[config.mk]
export PLATFORM = sky130hd
export DESIGN_NAME = mem_port_arbiter_flat
export DESIGN_NICKNAME = d
export VERILOG_FILES = /design/src/rtl/mem_arb_pkg.sv /design/src/rtl/mem_port_arbiter_if.sv /design/src/rtl/mem_port_arbiter_rr_arb2.sv /design/src/rtl/mem_port_arbiter.sv /design/src/flat_wrapper.sv
export SDC_FILE = /design/constraint.sdc
export NUM_CORES = 1
export LEC_CHECK = 0
export CORE_AREA = 2 2 108 110
export DETAILED_ROUTE_END_ITERATION = 8
export DIE_AREA = 0 0 110 112
export DONT_BUFFER_PORTS = 1
export PLACE_DENSITY = 0.56
export SLEW_MARGIN = 20
export SYNTH_ARGS = -nofsm -noshare
export SYNTH_HDL_FRONTEND = slang
export SYNTH_SLANG_ARGS = --single-unit
[constraint.sdc]
create_clock -name clock -period 3.1 [get_ports clock]
set_clock_uncertainty 0.2 [all_clocks]
set_input_delay 0.465 -clock clock [delete_from_list [all_inputs] [get_ports clock]]
set_output_delay 0.465 -clock clock [all_outputs]
set_load 0.1 [all_outputs]
[src/rtl/mem_arb_pkg.sv]
// Shared types and constants for the IFU/LSU memory port arbiter.
package mem_arb_pkg;

    typedef enum logic [1:0] {
        IDLE  = 2'd0,
        ISSUE = 2'd1,
        WAIT  = 2'd2
    } arb_state_e;

    typedef enum logic {
        GNT_IFU = 1'b0,
        GNT_LSU = 1'b1
    } grant_e;

    // Instruction fetches always go out as 32-bit word reads.
    localparam logic [1:0]  SIZE_W           = 2'b10;
    localparam logic [31:0] ERR_DATA_DEFAULT = 32'hdeadbeef;

    // Timeout counter width; a disabled timeout (0) still gets a 1-bit counter.
    function automatic int cnt_width(input int timeout);
        return (timeout > 0) ? $clog2(timeout + 1) : 1;
    endfunction

endpackage

[src/rtl/mem_port_arbiter_if.sv]
// Bundles the IFU, LSU and memory-side handshakes of the shared memory port.
// The arbiter uses the slave view; the surrounding system drives the master view.
interface mem_port_arbiter_if #(
    parameter int ADDR_W = 32,
    parameter int DATA_W = 32
);
    // Fetch requester
    logic              io_ifu_reqValid;
    logic [ADDR_W-1:0] io_ifu_addr;
    logic              io_ifu_respValid;
    logic [DATA_W-1:0] io_ifu_rdata;

    // Load/store requester
    logic              io_lsu_reqValid;
    logic [ADDR_W-1:0] io_lsu_addr;
    logic              io_lsu_wen;
    logic [DATA_W-1:0] io_lsu_wdata;
    logic [3:0]        io_lsu_wmask;
    logic [1:0]        io_lsu_size;
    logic              io_lsu_respValid;
    logic [DATA_W-1:0] io_lsu_rdata;

    // Single memory/MMIO responder
    logic              io_mem_reqValid;
    logic [ADDR_W-1:0] io_mem_addr;
    logic              io_mem_wen;
    logic [DATA_W-1:0] io_mem_wdata;
    logic [3:0]        io_mem_wmask;
    logic [1:0]        io_mem_size;
    logic              io_mem_respValid;
    logic [DATA_W-1:0] io_mem_rdata;

    // Status
    logic              io_busy;
    logic              io_timeout;

    modport slave (
        input  io_ifu_reqValid, io_ifu_addr,
        output io_ifu_respValid, io_ifu_rdata,
        input  io_lsu_reqValid, io_lsu_addr, io_lsu_wen, io_lsu_wdata, io_lsu_wmask, io_lsu_size,
        output io_lsu_respValid, io_lsu_rdata,
        output io_mem_reqValid, io_mem_addr, io_mem_wen, io_mem_wdata, io_mem_wmask, io_mem_size,
        input  io_mem_respValid, io_mem_rdata,
        output io_busy, io_timeout
    );

    modport master (
        output io_ifu_reqValid, io_ifu_addr,
        input  io_ifu_respValid, io_ifu_rdata,
        output io_lsu_reqValid, io_lsu_addr, io_lsu_wen, io_lsu_wdata, io_lsu_wmask, io_lsu_size,
        input  io_lsu_respValid, io_lsu_rdata,
        input  io_mem_reqValid, io_mem_addr, io_mem_wen, io_mem_wdata, io_mem_wmask, io_mem_size,
        output io_mem_respValid, io_mem_rdata,
        input  io_busy, io_timeout
    );

endinterface

[src/rtl/mem_port_arbiter_rr_arb2.sv]
// Combinational two-way round-robin picker. Bit 0 is the IFU, bit 1 the LSU.
// With both requesting, the one that was not granted last wins.
module rr_arb2
    import mem_arb_pkg::*;
(
    input  logic [1:0] req_i,
    input  grant_e     last_i,
    output logic [1:0] gnt_onehot_o,
    output grant_e     gnt_idx_o
);

    // Pick the winner and encode it both as an index and as a one-hot vector.
    always_comb begin
        gnt_onehot_o = 2'b00;
        gnt_idx_o    = GNT_IFU;
        if (req_i == 2'b11) begin
            if (last_i == GNT_IFU) begin
                gnt_idx_o = GNT_LSU;
            end else begin
                gnt_idx_o = GNT_IFU;
            end
        end else if (req_i[1]) begin
            gnt_idx_o = GNT_LSU;
        end
        if (req_i != 2'b00) begin
            if (gnt_idx_o == GNT_LSU) begin
                gnt_onehot_o = 2'b10;
            end else begin
                gnt_onehot_o = 2'b01;
            end
        end
    end

endmodule

[src/rtl/mem_port_arbiter.sv]
// Shares one memory port between the fetch (IFU) and load/store (LSU) requesters.
// One transaction is in flight at a time: IDLE picks a winner and latches its fields,
// ISSUE pulses the memory request, WAIT forwards the response or times out.
module mem_port_arbiter
    import mem_arb_pkg::*;
#(
    parameter int                ADDR_W   = 32,
    parameter int                DATA_W   = 32,
    parameter int                TIMEOUT  = 255,
    parameter logic [DATA_W-1:0] ERR_DATA = DATA_W'(ERR_DATA_DEFAULT)
) (
    input  logic               clock,
    input  logic               reset,
    mem_port_arbiter_if.slave  bus
);

    localparam int              CNT_W    = cnt_width(TIMEOUT);
    localparam logic [CNT_W-1:0] CNT_MAX  = {CNT_W{1'b1}};
    localparam logic [CNT_W-1:0] CNT_LAST = CNT_W'(TIMEOUT - 1);

    arb_state_e        state_q, state_d;
    grant_e            grant_q, grant_d;
    grant_e            last_q, last_d;
    logic [CNT_W-1:0]  cnt_q, cnt_d;

    logic [ADDR_W-1:0] mem_addr_q, mem_addr_d;
    logic              mem_wen_q, mem_wen_d;
    logic [DATA_W-1:0] mem_wdata_q, mem_wdata_d;
    logic [3:0]        mem_wmask_q, mem_wmask_d;
    logic [1:0]        mem_size_q, mem_size_d;

    logic [1:0]        req_vec;
    logic [1:0]        gnt_onehot;
    grant_e            gnt_idx;
    logic              resp_fire;
    logic              timeout_fire;
    logic [DATA_W-1:0] resp_data;

    assign req_vec = {bus.io_lsu_reqValid, bus.io_ifu_reqValid};

    rr_arb2 u_rr_arb2 (
        .req_i        (req_vec),
        .last_i       (last_q),
        .gnt_onehot_o (gnt_onehot),
        .gnt_idx_o    (gnt_idx)
    );

    // Next-state logic: arbitration, field capture, response/timeout handling.
    always_comb begin
        state_d      = state_q;
        grant_d      = grant_q;
        last_d       = last_q;
        cnt_d        = cnt_q;
        mem_addr_d   = mem_addr_q;
        mem_wen_d    = mem_wen_q;
        mem_wdata_d  = mem_wdata_q;
        mem_wmask_d  = mem_wmask_q;
        mem_size_d   = mem_size_q;
        resp_fire    = 1'b0;
        timeout_fire = 1'b0;
        resp_data    = '0;

        case (state_q)
            IDLE: begin
                if (|gnt_onehot) begin
                    state_d = ISSUE;
                    grant_d = gnt_idx;
                    last_d  = gnt_idx;
                    if (gnt_onehot[1]) begin
                        mem_addr_d  = bus.io_lsu_addr;
                        mem_wen_d   = bus.io_lsu_wen;
                        mem_wdata_d = bus.io_lsu_wdata;
                        mem_wmask_d = bus.io_lsu_wmask;
                        mem_size_d  = bus.io_lsu_size;
                    end else begin
                        // Fetches are plain word reads with no write payload.
                        mem_addr_d  = bus.io_ifu_addr;
                        mem_wen_d   = 1'b0;
                        mem_wdata_d = '0;
                        mem_wmask_d = 4'h0;
                        mem_size_d  = SIZE_W;
                    end
                end
            end
            ISSUE: begin
                cnt_d   = '0;
                state_d = WAIT;
            end
            WAIT: begin
                if (bus.io_mem_respValid) begin
                    resp_fire = 1'b1;
                    resp_data = bus.io_mem_rdata;
                    state_d   = IDLE;
                end else if ((TIMEOUT != 0) && (cnt_q == CNT_LAST)) begin
                    // Responder gave up on: answer the requester so it never hangs.
                    resp_fire    = 1'b1;
                    timeout_fire = 1'b1;
                    resp_data    = ERR_DATA;
                    state_d      = IDLE;
                end else if (cnt_q != CNT_MAX) begin
                    cnt_d = cnt_q + CNT_W'(1);
                end
            end
            default: begin
                state_d = IDLE;
            end
        endcase
    end

    // State and field registers with synchronous reset to an all-quiet port.
    always_ff @(posedge clock) begin
        if (reset) begin
            state_q     <= IDLE;
            grant_q     <= GNT_IFU;
            last_q      <= GNT_IFU;
            cnt_q       <= '0;
            mem_addr_q  <= '0;
            mem_wen_q   <= 1'b0;
            mem_wdata_q <= '0;
            mem_wmask_q <= 4'h0;
            mem_size_q  <= 2'b00;
        end else begin
            state_q     <= state_d;
            grant_q     <= grant_d;
            last_q      <= last_d;
            cnt_q       <= cnt_d;
            mem_addr_q  <= mem_addr_d;
            mem_wen_q   <= mem_wen_d;
            mem_wdata_q <= mem_wdata_d;
            mem_wmask_q <= mem_wmask_d;
            mem_size_q  <= mem_size_d;
        end
    end

    // Memory side: request pulse comes straight from the state, fields from registers.
    assign bus.io_mem_reqValid = (state_q == ISSUE);
    assign bus.io_mem_addr     = mem_addr_q;
    assign bus.io_mem_wen      = mem_wen_q;
    assign bus.io_mem_wdata    = mem_wdata_q;
    assign bus.io_mem_wmask    = mem_wmask_q;
    assign bus.io_mem_size     = mem_size_q;

    // Requester side: only the granted requester sees the pulse; the other stays at zero.
    assign bus.io_ifu_respValid = resp_fire && (grant_q == GNT_IFU);
    assign bus.io_ifu_rdata     = bus.io_ifu_respValid ? resp_data : '0;
    assign bus.io_lsu_respValid = resp_fire && (grant_q == GNT_LSU);
    assign bus.io_lsu_rdata     = bus.io_lsu_respValid ? resp_data : '0;

    assign bus.io_busy    = (state_q != IDLE);
    assign bus.io_timeout = timeout_fire;

endmodule

[src/flat_wrapper.sv]
// flat-port wrapper written by rule: the top's interface ports become plain ports
module mem_port_arbiter_flat import mem_arb_pkg::*;
#(
    parameter int                ADDR_W   = 32,
    parameter int                DATA_W   = 32,
    parameter int                TIMEOUT  = 255,
    parameter logic [DATA_W-1:0] ERR_DATA = DATA_W'(ERR_DATA_DEFAULT)
)
  (clock, reset, bus_io_ifu_reqValid, bus_io_ifu_addr, bus_io_ifu_respValid, bus_io_ifu_rdata, bus_io_lsu_reqValid, bus_io_lsu_addr, bus_io_lsu_wen, bus_io_lsu_wdata, bus_io_lsu_wmask, bus_io_lsu_size, bus_io_lsu_respValid, bus_io_lsu_rdata, bus_io_mem_reqValid, bus_io_mem_addr, bus_io_mem_wen, bus_io_mem_wdata, bus_io_mem_wmask, bus_io_mem_size, bus_io_mem_respValid, bus_io_mem_rdata, bus_io_busy, bus_io_timeout);
  mem_port_arbiter_if #(.ADDR_W(ADDR_W), .DATA_W(DATA_W)) bus_i ();
  input  logic clock;
  input  logic reset;
  input wire logic [$bits(bus_i.io_ifu_reqValid)-1:0] bus_io_ifu_reqValid;
  input wire logic [$bits(bus_i.io_ifu_addr)-1:0] bus_io_ifu_addr;
  output wire logic [$bits(bus_i.io_ifu_respValid)-1:0] bus_io_ifu_respValid;
  output wire logic [$bits(bus_i.io_ifu_rdata)-1:0] bus_io_ifu_rdata;
  input wire logic [$bits(bus_i.io_lsu_reqValid)-1:0] bus_io_lsu_reqValid;
  input wire logic [$bits(bus_i.io_lsu_addr)-1:0] bus_io_lsu_addr;
  input wire logic [$bits(bus_i.io_lsu_wen)-1:0] bus_io_lsu_wen;
  input wire logic [$bits(bus_i.io_lsu_wdata)-1:0] bus_io_lsu_wdata;
  input wire logic [$bits(bus_i.io_lsu_wmask)-1:0] bus_io_lsu_wmask;
  input wire logic [$bits(bus_i.io_lsu_size)-1:0] bus_io_lsu_size;
  output wire logic [$bits(bus_i.io_lsu_respValid)-1:0] bus_io_lsu_respValid;
  output wire logic [$bits(bus_i.io_lsu_rdata)-1:0] bus_io_lsu_rdata;
  output wire logic [$bits(bus_i.io_mem_reqValid)-1:0] bus_io_mem_reqValid;
  output wire logic [$bits(bus_i.io_mem_addr)-1:0] bus_io_mem_addr;
  output wire logic [$bits(bus_i.io_mem_wen)-1:0] bus_io_mem_wen;
  output wire logic [$bits(bus_i.io_mem_wdata)-1:0] bus_io_mem_wdata;
  output wire logic [$bits(bus_i.io_mem_wmask)-1:0] bus_io_mem_wmask;
  output wire logic [$bits(bus_i.io_mem_size)-1:0] bus_io_mem_size;
  input wire logic [$bits(bus_i.io_mem_respValid)-1:0] bus_io_mem_respValid;
  input wire logic [$bits(bus_i.io_mem_rdata)-1:0] bus_io_mem_rdata;
  output wire logic [$bits(bus_i.io_busy)-1:0] bus_io_busy;
  output wire logic [$bits(bus_i.io_timeout)-1:0] bus_io_timeout;
  assign bus_i.io_ifu_reqValid = bus_io_ifu_reqValid;
  assign bus_i.io_ifu_addr = bus_io_ifu_addr;
  assign bus_io_ifu_respValid = bus_i.io_ifu_respValid;
  assign bus_io_ifu_rdata = bus_i.io_ifu_rdata;
  assign bus_i.io_lsu_reqValid = bus_io_lsu_reqValid;
  assign bus_i.io_lsu_addr = bus_io_lsu_addr;
  assign bus_i.io_lsu_wen = bus_io_lsu_wen;
  assign bus_i.io_lsu_wdata = bus_io_lsu_wdata;
  assign bus_i.io_lsu_wmask = bus_io_lsu_wmask;
  assign bus_i.io_lsu_size = bus_io_lsu_size;
  assign bus_io_lsu_respValid = bus_i.io_lsu_respValid;
  assign bus_io_lsu_rdata = bus_i.io_lsu_rdata;
  assign bus_io_mem_reqValid = bus_i.io_mem_reqValid;
  assign bus_io_mem_addr = bus_i.io_mem_addr;
  assign bus_io_mem_wen = bus_i.io_mem_wen;
  assign bus_io_mem_wdata = bus_i.io_mem_wdata;
  assign bus_io_mem_wmask = bus_i.io_mem_wmask;
  assign bus_io_mem_size = bus_i.io_mem_size;
  assign bus_i.io_mem_respValid = bus_io_mem_respValid;
  assign bus_i.io_mem_rdata = bus_io_mem_rdata;
  assign bus_io_busy = bus_i.io_busy;
  assign bus_io_timeout = bus_i.io_timeout;
  mem_port_arbiter #(.ADDR_W(ADDR_W), .DATA_W(DATA_W), .TIMEOUT(TIMEOUT), .ERR_DATA(ERR_DATA)) u_core (.clock(clock), .reset(reset), .bus(bus_i));
endmodule
Word level (Yosys, flattened, before mapping)
Cells that the tools add are included.
W data, S select, Z words.
{ "totals": {"ff_bits": 82, "output_inout_bits": 140, "wordCells": 58} }
{ "op_classes": {"n_addsub": 1, "eq_ne": 10, "mux": 28, "bitwise_logic": 1, "reduce_logical": 10} }
{ "op_table": {"columns": ["cell", "count"], "rows": [
  ["$mux W32", 7],
  ["$mux W8", 3],
  ["$pmux W8 S2", 1],
  ["$mux W2", 6],
  ["$mux W1", 9],
  ["$add A8 B1 Y8 const B", 1],
  ["$eq A8 B8 Y1 const B", 1],
  ["$ne A8 B8 Y1 const B", 1],
  ["$pmux W2 S3", 1],
  ["$reduce_bool A2 Y1", 3],
  ["$eq A2 B2 Y1 const B", 2],
  ["$mux W4", 1],
  ["$ne A2 B1 Y1 const B", 2],
  ["$ne A2 B2 Y1 const B", 2],
  ["$reduce_and A2 Y1", 2],
  ["$reduce_and A4 Y1", 1],
  ["$ne A3 B2 Y1 const B", 1],
  ["$eq A2 B1 Y1 const B", 1],
  ["$logic_and A1 B1 Y1", 2],
  ["$logic_not A2 Y1", 1],
  ["$reduce_or A2 Y1", 1],
  ["$not A1 Y1", 1]
]} }

Longest topological paths before layout
Gate-level depths: netlist (run 1).
{ "depth": {"depth_word": 7, "depth_mapped": 7, "depth_no_buf": 6} }

Hierarchy
Synthesis (run 1) repeated with hierarchy kept, for this count alone.
{ "unflattened": {"hier_cells": 465, "hier_area_um2": 3935.0} }
{ "modules_own_cells": {"columns": ["module", "n_inst", "cells_each", "area_each_um2", "seq_area_each_um2"], "rows": [
  ["mem_port_arbiter", 1, 461, 3908.7, 1641.6],
  ["rr_arb2", 1, 4, 26.3, 0.0]
]} }

Worst setup path after synthesis (run 1)
Ideal clock, no wire load.
{ "synth_path": {"kind": "in2out", "startpoint": "input port bus_io_mem_respValid", "endpoint": "output port bus_io_lsu_rdata[23]", "t_arrival_ns": 2.845, "required_ns": 2.435, "setup_slack_ns": -0.410, "path_stages": 5, "path_cell_list": "clkbuf_1 -> nor4_4 -> buf_4 -> a21oi_1 -> nor2_1"} }
{ "synth_via": {"elab_chain_len": 4} }
{ "synth_rtl": {"columns": ["item", "line", "rtl"], "rows": [
  ["start: declaration", "flat_wrapper.sv:31", "input wire logic [$bits(bus_i.io_mem_respValid)-1:0] bus_io_mem_respValid;"],
  ["$mux W1", "mem_port_arbiter.sv:90", "if (bus.io_mem_respValid) begin"],
  ["$mux W1", "mem_port_arbiter.sv:63", "case (state_q)"],
  ["$logic_and A1 B1 Y1", "mem_port_arbiter.sv:146", "assign bus.io_lsu_respValid = resp_fire && (grant_q == GNT_LSU);"],
  ["$mux W32 (*)", "mem_port_arbiter.sv:147", "assign bus.io_lsu_rdata = bus.io_lsu_respValid ? resp_data : '0;"],
  ["end: declaration", "flat_wrapper.sv:24", "output wire logic [$bits(bus_i.io_lsu_rdata)-1:0] bus_io_lsu_rdata;"]
]} }
Mark *: on every way between the ends. The rest lies on a longest branch, timed or not.

Final worst setup path (run 1)
{ "layout_path": {"startpoint": "register u_core.cnt_q[5]", "endpoint": "output port bus_io_ifu_rdata[0]"} }
{ "layout_via": {"elab_chain_len": 6} }
{ "layout_rtl": {"columns": ["item", "line", "rtl"], "rows": [
  ["start: declaration", "mem_port_arbiter.sv:24", "logic [CNT_W-1:0] cnt_q, cnt_d;"],
  ["start signal: assignment", "mem_port_arbiter.sv:126", "cnt_q <= cnt_d;"],
  ["$eq A8 B8 Y1 (*)", "mem_port_arbiter.sv:94", "end else if ((TIMEOUT != 0) && (cnt_q == CNT_LAST)) begin"],
  ["$mux W1", "mem_port_arbiter.sv:94", null],
  ["$mux W1", "mem_port_arbiter.sv:90", null],
  ["$mux W1", "mem_port_arbiter.sv:63", null],
  ["$logic_and A1 B1 Y1", "mem_port_arbiter.sv:144", "assign bus.io_ifu_respValid = resp_fire && (grant_q == GNT_IFU);"],
  ["$mux W32 (*)", "mem_port_arbiter.sv:145", "assign bus.io_ifu_rdata = bus.io_ifu_respValid ? resp_data : '0;"],
  ["end: declaration", "flat_wrapper.sv:16", "output wire logic [$bits(bus_i.io_ifu_rdata)-1:0] bus_io_ifu_rdata;"]
]} }
Marks and branches as above.

==> impl_results.html, run 1 <==
<table>
<tr><th>Metric</th><th>Value</th></tr>
<tr><th colspan="2">Min path</th></tr>
<tr><td>Worst Min Path Start</td><td>reset</td></tr>
<tr><td>Worst hold path class</td><td>input port to flop</td></tr>
<tr><th colspan="2">Die</th></tr>
<tr><td>Core box area</td><td>0.0112 sq mm</td></tr>
<tr><td>Number of placement rows</td><td>39</td></tr>
<tr><td># IOs</td><td>280</td></tr>
<tr><td>Initial core utilization</td><td>34.4%</td></tr>
<tr><td>Vertical die dimension</td><td>112 um</td></tr>
<tr><td>Total Die Area</td><td>0.0123 sq mm</td></tr>
<tr><td>Die width</td><td>110 um</td></tr>
<tr><th colspan="2">Worst setup path</th></tr>
<tr><td>Origin of the worst setup path</td><td>u_core.cnt_q[5]$_SDFFE_PP0P_</td></tr>
<tr><td>Worst setup SP type</td><td>flop</td></tr>
<tr><td>R2R Path Start</td><td>u_core.state_q[1]$_SDFFE_PP0P_</td></tr>
<tr><td>Data arrival time of the critical path</td><td>2250 ps</td></tr>
<tr><td>Category of the most critical setup path</td><td>flop to output port</td></tr>
<tr><td>Cell with the largest stage delay on the worst path</td><td>sky130_fd_sc_hd__dfxtp_1</td></tr>
<tr><td>Worst Setup End Kind</td><td>output port</td></tr>
<tr><td>Top delay family on crit path</td><td>simple AND/OR/NAND/NOR gates</td></tr>
<tr><td>Biggest fanout along the worst timing path</td><td>25</td></tr>
<tr><td>List of cells traversed by the critical path</td><td>and4_1, a41oi_1, or3_1, buf_4, nor2_2, buf_12</td></tr>
<tr><td>Combined buffer and inverter count along the critical path</td><td>2</td></tr>
<tr><td>Largest incremental delay on the critical path</td><td>440 ps</td></tr>
<tr><td>Required arrival time at the worst endpoint</td><td>2430 ps</td></tr>
<tr><th colspan="2">GRT</th></tr>
<tr><td>Total routing usage reported by global routing</td><td>17.2%</td></tr>
<tr><td>Global-route congestion overflow total</td><td>0</td></tr>
<tr><td>Wire length of the first global-routing pass</td><td>16700 um</td></tr>
<tr><td>Maximum number of pins on one net before global-route repair</td><td>72</td></tr>
<tr><td>Via count of the first global-routing pass</td><td>3292</td></tr>
<tr><td>Antenna violations before repair</td><td>0</td></tr>
<tr><th colspan="2">Yosys</th></tr>
<tr><td>Yosys warns</td><td>0</td></tr>
<tr><td>Seq/Total Area, Yosys</td><td>42.7%</td></tr>
<tr><td>Leading cell type by number of instances after synthesis</td><td>sky130_fd_sc_hd__nor2_1</td></tr>
<tr><td>Biggest area consumer among synthesized cells</td><td>sky130_fd_sc_hd__dfxtp_1</td></tr>
<tr><td>Post-synthesis instance area</td><td>0.00384 sq mm</td></tr>
<tr><td>Post-Synthesis Net Count</td><td>606</td></tr>
<tr><td>Post-synth top area share</td><td>42.7%</td></tr>
<tr><td>EDFF count, synth</td><td>0</td></tr>
<tr><td>Leading cell types by count after synthesis</td><td>125 x sky130_fd_sc_hd__nor2_1, 82 x sky130_fd_sc_hd__dfxtp_1, 38 x sky130_fd_sc_hd__a22oi_1, 33 x sky130_fd_sc_hd__mux2i_1</td></tr>
<tr><td>Distinct cell type count of the synthesized netlist</td><td>45</td></tr>
<tr><td>Mean instance size in the synthesized netlist</td><td>8.28 sq um</td></tr>
<tr><td>Ys flop type</td><td>sky130_fd_sc_hd__dfxtp_1</td></tr>
<tr><td>Dominant cells by area after synthesis</td><td>sky130_fd_sc_hd__dfxtp_1 43%, sky130_fd_sc_hd__nor2_1 12%, sky130_fd_sc_hd__mux2i_1 8.6%</td></tr>
<tr><td>Fraction of registers with async set or reset after synthesis</td><td>0%</td></tr>
<tr><td>Number of storage elements in the synthesis netlist</td><td>82</td></tr>
<tr><td>Number of instances in the synthesized netlist</td><td>464</td></tr>
<tr><th colspan="2">Clocking</th></tr>
<tr><td>CTS sink count</td><td>82</td></tr>
<tr><td>Clock latency on the worst-skew pair</td><td>320 ps</td></tr>
<tr><td># Post-CTS Setup Buffers</td><td>0</td></tr>
<tr><td>Total number of H-tree levels</td><td>3</td></tr>
<tr><td>Number of CTS-inserted buffers</td><td>9</td></tr>
<tr><td>Number of buffers on the longest clock path</td><td>2</td></tr>
<tr><td>Cell at the root of the clock tree</td><td>sky130_fd_sc_hd__clkbuf_16</td></tr>
<tr><td>Clock slew at the register clock pins of the worst setup and hold paths</td><td>60 ps</td></tr>
<tr><td>TritonCTS clock tree</td><td>done</td></tr>
<tr><th colspan="2">Pwr</th></tr>
<tr><td>Final total power</td><td>3.20 mW</td></tr>
<tr><td>Pwr Density</td><td>574 mW/mm^2</td></tr>
<tr><td>Leakage Power</td><td>2.13 nW</td></tr>
<tr><td>Max IR drop VDD</td><td>0.374 mV</td></tr>
<tr><th colspan="2">STA</th></tr>
<tr><td>Max Freq</td><td>0.343 GHz</td></tr>
<tr><td>Tightest slew margin relative to the limit</td><td>32.8%</td></tr>
<tr><td>Final-layout worst hold slack</td><td>12.1 ps</td></tr>
<tr><td>Setup repair after global routing missed its margin</td><td>false</td></tr>
<tr><td>Setup_tns</td><td>0 ps</td></tr>
<tr><td>Final-report setup violation count</td><td>0</td></tr>
<tr><td>Hold Violations, Final</td><td>0</td></tr>
<tr><td>Slew @ Worst Pin</td><td>1010 ps</td></tr>
<tr><td>Minimum clock period</td><td>2920 ps</td></tr>
<tr><td>Final worst-path cycle share</td><td>94.1%</td></tr>
<tr><td>Final max-slew violation count</td><td>0</td></tr>
<tr><td>Setup slack of the critical path after layout</td><td>182 ps</td></tr>
<tr><th colspan="2">Placed design</th></tr>
<tr><td>Dpl hpwl</td><td>8680 um</td></tr>
<tr><td>Final RePlAce weighted congestion</td><td>0.893</td></tr>
<tr><td>Place WS</td><td>495 ps</td></tr>
<tr><td>Number of placed instances, taps included</td><td>640</td></tr>
<tr><td># port buffers</td><td>0</td></tr>
<tr><th colspan="2">Routing</th></tr>
<tr><td>Remaining antenna violation count</td><td>0</td></tr>
<tr><td>Via Count</td><td>3545</td></tr>
<tr><td>Number of vias per cell</td><td>5.39</td></tr>
<tr><td>DR pass1 iterations</td><td>4</td></tr>
<tr><td>Total wire length</td><td>11200 um</td></tr>
<tr><td>Per-cell routed wire length</td><td>17.0 um</td></tr>
<tr><td>DRC Markers</td><td>0</td></tr>
<tr><td>Violation count after the first detailed-routing iteration</td><td>227</td></tr>
<tr><th colspan="2">Cells and area</th></tr>
<tr><td>Fraction of layout instances using a drive strength above 1</td><td>29.1%</td></tr>
<tr><td>Area growth from synthesis to layout</td><td>45.2%</td></tr>
<tr><td>Number of nets in the layout</td><td>652</td></tr>
<tr><td>Final standard cell count with taps included and fillers excluded</td><td>658</td></tr>
<tr><td>Antenna cell count</td><td>0</td></tr>
<tr><th colspan="2">Run</th></tr>
<tr><td>Max Cap Viol</td><td>0</td></tr>
<tr><th colspan="2">Outcome</th></tr>
<tr><td>Status</td><td>finished, final reports clean</td></tr>
</table>
-- path summary, 6_finish.rpt --
check                                                          endpoint  slack, ps  cells after the start
worst max-delay path                                bus_io_ifu_rdata[0]        180                      6
worst min-delay path             u_core.bus.io_mem_addr[4]$_SDFFE_PP0P_         10                      1
worst max register to register  u_core.bus.io_mem_addr[31]$_SDFFE_PP0P_       1110                      5
worst min register to register             u_core.cnt_q[0]$_SDFFE_PP0P_        320                      2
-- area by class of cell --
| cell class | count | area [sq um] |
|---|---|---|
| Clock buffer | 10 | 239 |
| Clock inverter | 6 | 47.5 |
| Fill cell | 1044 | 5600 |
| Inverter | 7 | 26.3 |
| Multi-Input combinational cell | 331 | 2100 |
| Sequential cell | 82 | 1640 |
| Tap cell | 143 | 179 |
| Timing Repair Buffer | 79 | 1340 |
-- kinds of logic after synthesis --
family	Yosys count	share of synthesized area (%)
adders and majority gates	2	0.651
muxes	33	8.60
AOI/OAI and AO/OA	117	20.7
DFF	82	42.7
buffers and inverters	51	6.09
and+or+nand+nor	179	21.2
-- placed cells by master (no fill, tap or decap), drive strengths merged --
cell type	instances
nor2	128
dfxtp	82
buf	77
a22oi	38
mux2i	33
a21oi	32
a211oi	32
and2	11
clkbuf	10
inv	10
and3	8
nor4	6
nand2	5
nor3	5
nor2b	4
nand3	3
o21ai	3
o211ai	2
ha	2
dlygate4sd3	2
nand4	2
clkinv	2
and4	1
a41oi	1
nand2b	1
or3	1
o21bai	1
o21a	1
a21boi	1
nor3b	1
or2	1
a31oi	1
o311ai	1
a32oi	1
o2111ai	1
nor4b	1
a21o	1
or4	1
o211a	1
clkinvlp	1
-- where the power goes --
group	internal (mW)	total (mW)	switching, mW
combinational	0.137	0.380	0.243
sequential	1.14	1.83	0.687
clock	0.572	0.992	0.420
-- what timing repair did --
item,in CTS,in global routing
hold buffers,2,0
gates resized for setup,0,1
hold endpoints to repair,13,0
endpoints found under the setup margin,0,8
-- metal layers --
| layer | global-route usage [%] | wire (um) | vias up |
|---|---|---|---|
| met5 | 0 | 0 | - |
| met4 | 5.40 | 99 | 0 |
| met3 | 6.73 | 1250 | 10 |
| met2 | 32.4 | 6020 | 180 |
| met1 | 16.7 | 3820 | 1635 |
| li1 | - | - | 1720 |
-- sequential cells by signal, summed over array words and instances (netlist names) --
register / count
u_core.bus.io_mem_wmask: 4
u_core.state_q: 2
u_core.cnt_q: 8
u_core.bus.io_mem_size: 2
u_core.bus.io_mem_addr: 32
u_core.bus.io_mem_wen: 1
u_core.grant_q: 1
u_core.bus.io_mem_wdata: 32
-- through the flow --
step | util (%) | cell area [sq um]
3_3_place_gp | 47.1 | 5270
4_1_cts | 49.9 | 5570
5_1_grt | 49.9 | 5580
3_5_place_dp | 47.1 | 5270
6_report | 49.9 | 5580
2_1_floorplan | - | 3920
(Power assumes the default switching activity.)
==> inputs of run 2 (changes only) <==
--- a/config.mk
+++ b/config.mk
@@ -5,10 +5,12 @@
 export SDC_FILE = /design/constraint.sdc
 export NUM_CORES = 1
 export LEC_CHECK = 0
+export ABC_CLOCK_PERIOD_IN_PS = 3100
 export CORE_AREA = 2 2 108 110
 export DETAILED_ROUTE_END_ITERATION = 8
 export DIE_AREA = 0 0 110 112
 export DONT_BUFFER_PORTS = 1
+export GPL_ROUTABILITY_DRIVEN = 0
 export PLACE_DENSITY = 0.56
 export SLEW_MARGIN = 20
 export SYNTH_ARGS = -nofsm -noshare
==> results of run 2 <==
Final layout, timing and power as in run 1 (identical DEF).
==> patch: new RTL, flow settings as in run 1 <==
`TIMEOUT` is set to 255 in 2 places; all go to 510.
--- a/src/rtl/mem_port_arbiter.sv
+++ b/src/rtl/mem_port_arbiter.sv
@@ -7,5 +7,5 @@
     parameter int                ADDR_W   = 32,
     parameter int                DATA_W   = 32,
-    parameter int                TIMEOUT  = 255,
+    parameter int                TIMEOUT  = 510,
     parameter logic [DATA_W-1:0] ERR_DATA = DATA_W'(ERR_DATA_DEFAULT)
 ) (
--- a/src/flat_wrapper.sv
+++ b/src/flat_wrapper.sv
@@ -4,5 +4,5 @@
     parameter int                ADDR_W   = 32,
     parameter int                DATA_W   = 32,
-    parameter int                TIMEOUT  = 255,
+    parameter int                TIMEOUT  = 510,
     parameter logic [DATA_W-1:0] ERR_DATA = DATA_W'(ERR_DATA_DEFAULT)
 )
Function: same outputs for any inputs over 4 cycles, from zero or initial values and one cycle with reset high; that may be too few to reach the edited logic, so the function may still have changed.
==> patch against run 1 <==
Worst setup slack improved by 17 ps. Count of clock-buffer cells in the layout unchanged. Routed wire length increased by 5.1%. Final cell count increased by 1.8%. Sequential cell count increased by 1. First-iteration DRC count decreased by 12%. Power increased by 6.0%. Worst hold slack improved by 0.54 ps. Synthesized cell count increased by 0.43%. Synthesized area increased by 1.1%. Design area decreased by 0.92%. Via count increased by 1.6%.
==> patch: results (changes against run 1) <==
- Vias in the first global route: 3,382 (+2.7%)
- Max clock buf depth: 2 (unchanged)
- Synthesis-stage register bit count: 83 (+1.2%)
- Post-Syn Nets: 609 (+0.50%)
- Final Util: 49.45% (-0.46 points)
- Fin nets: 665 (+2.0%)
- Ys Warns: 0 (unchanged)
- Outcome: complete, no violations
- Synth async-reset ratio: 0% (unchanged)
- NonClk Buf Share: 21.20% (-2.9 points)
- Largest net degree at the start of global routing: 66 (-8.3%)
- Drt first pass iters: 5 (+1)
- CTS buffer count: 9 (unchanged)
- Clock-pin slew on the worst setup and hold paths: 60 ps (about the same)
- # diodes: 0 (unchanged)
- Post-DP HPWL: 8327 um (-4.1%)
- Sequential-to-total area share from yosys stat: 42.77% (about the same)
- Layout cells sized above 1: 29.22% (+0.096 points)
- Input/output buffers: 0 (unchanged)
- #MultiIn Comb: 337 (+1.8%)
- Later-pin clock latency in the skew report: 320 ps (about the same)
- Number of antenna violations at the first check in global routing: 0 (unchanged)
- Share of cell area taken by multi-input logic gates: 39.86% (+2.2 points)
- CP max FO: 25 (unchanged)
- Clock-cell share: 5.163% (+0.025 points)
- Min-Delay Path Class: input port to register
- Fill cells: 1,042 (-0.19%)
- P_leak: 2.233 nW (+4.7%)
- Non-CTS inverters: 7 (unchanged)
- H-tree depth: 3 (unchanged)
- Post-synth top cells: 131 x nor2_1, 83 x dfxtp_1, 38 x a22oi_1
- Least-Margin Pin Slew: 1016 ps (+10.25 ps)
- Peak supply drop: 0.0003625 V (-2.9%)
- Top cells by area, synth: dfxtp_1 43%, nor2_1 13%, mux2i_1 8.8%
- Synth area leader: dfxtp_1
- Signal buffers: 84 (+6.3%)
- Reg area: 0.001662 mm^2 (+1.2%)
- GRT Util Overall: 18.30% (+1.1 points)
- Detailed Route Iter0 Violations: 200 (-12%)
- CTS root buf: clkbuf_16
- Clock buf count: 10 (unchanged)
- GP Congestion: 0.8549 (-4.2%)
- Post-detailed-route wirelength per cell: 17.55 um (+3.2%)
- First-pass GRT wire length: 17,430 um (+4.6%)
- Placement Setup Slack: 284.5 ps (-210.4 ps)
- Routed via count: 3,603 (+1.6%)
- Placed instance area: 0.005157 mm^2 (-2.1%)
- Yosys cell types: 40 (-11%)
==> patch: path summary, 6_finish.rpt <==
check / startpoint / end / slack, ps / depth (start not counted)
max: u_core.cnt_q[4] / bus_io_ifu_rdata[11] / 200 / 7
min: reset / u_core.cnt_q[1] / 10 / 1
max reg2reg: u_core.cnt_q[0] / u_core.cnt_q[7] / 280 / 8
min reg2reg: u_core.cnt_q[8] / u_core.cnt_q[8] / 300 / 2
==> patch: per-layer routing <==
metal  wire, um  GRT usage [%]  vias up
li1           -              -     1747
met1       4262          18.87     1654
met2       6162          33.82      183
met3       1084          5.562       19
met4        248          7.004        0
met5          0              0        -
==> patch: repair_timing <==
item / CTS / global route
setup endpoints to repair: 0 / 3
hold buffers: 7 / 0
resized for setup: 0 / 1
setup buffers: 0 / 0
endpoints found under the hold margin: 53 / 0
==> patch: power breakdown <==
group | internal (mW) | switching, mW
clock | 0.571 | 0.429
sequential | 1.16 | 0.686
combinational | 0.185 | 0.367
==> patch: kinds of logic (layout without fill, tap and decap cells) <==
family | after synthesis | count (layout) | share of synthesized area, %
mux | 34 | 34 | 8.760
compound gates | 94 | 94 | 18.00
simple gates | 206 | 206 | 24.80
flops | 83 | 83 | 42.77
buf+inv | 46 | 107 | 4.702
fa+ha+maj | 3 | 3 | 0.9663
==> patch: stage by stage <==
step | total power [mW] | std cells
6_report | 3.395 | 670
5_1_grt | 3.521 | 670
4_1_cts | 3.430 | 670
3_5_place_dp | 2.391 | 647
3_3_place_gp | 2.375 | 647
2_1_floorplan | 2.265 | 466
==> patch: critical path, cell delays in order, from the launching register on <==
cell     delay (ps)
dfxtp_1         430
nand4_1         150
buf_4           190
nor2_1          340
o21ai_2          70
buf_4           260
nor2_2          160
buf_4           300
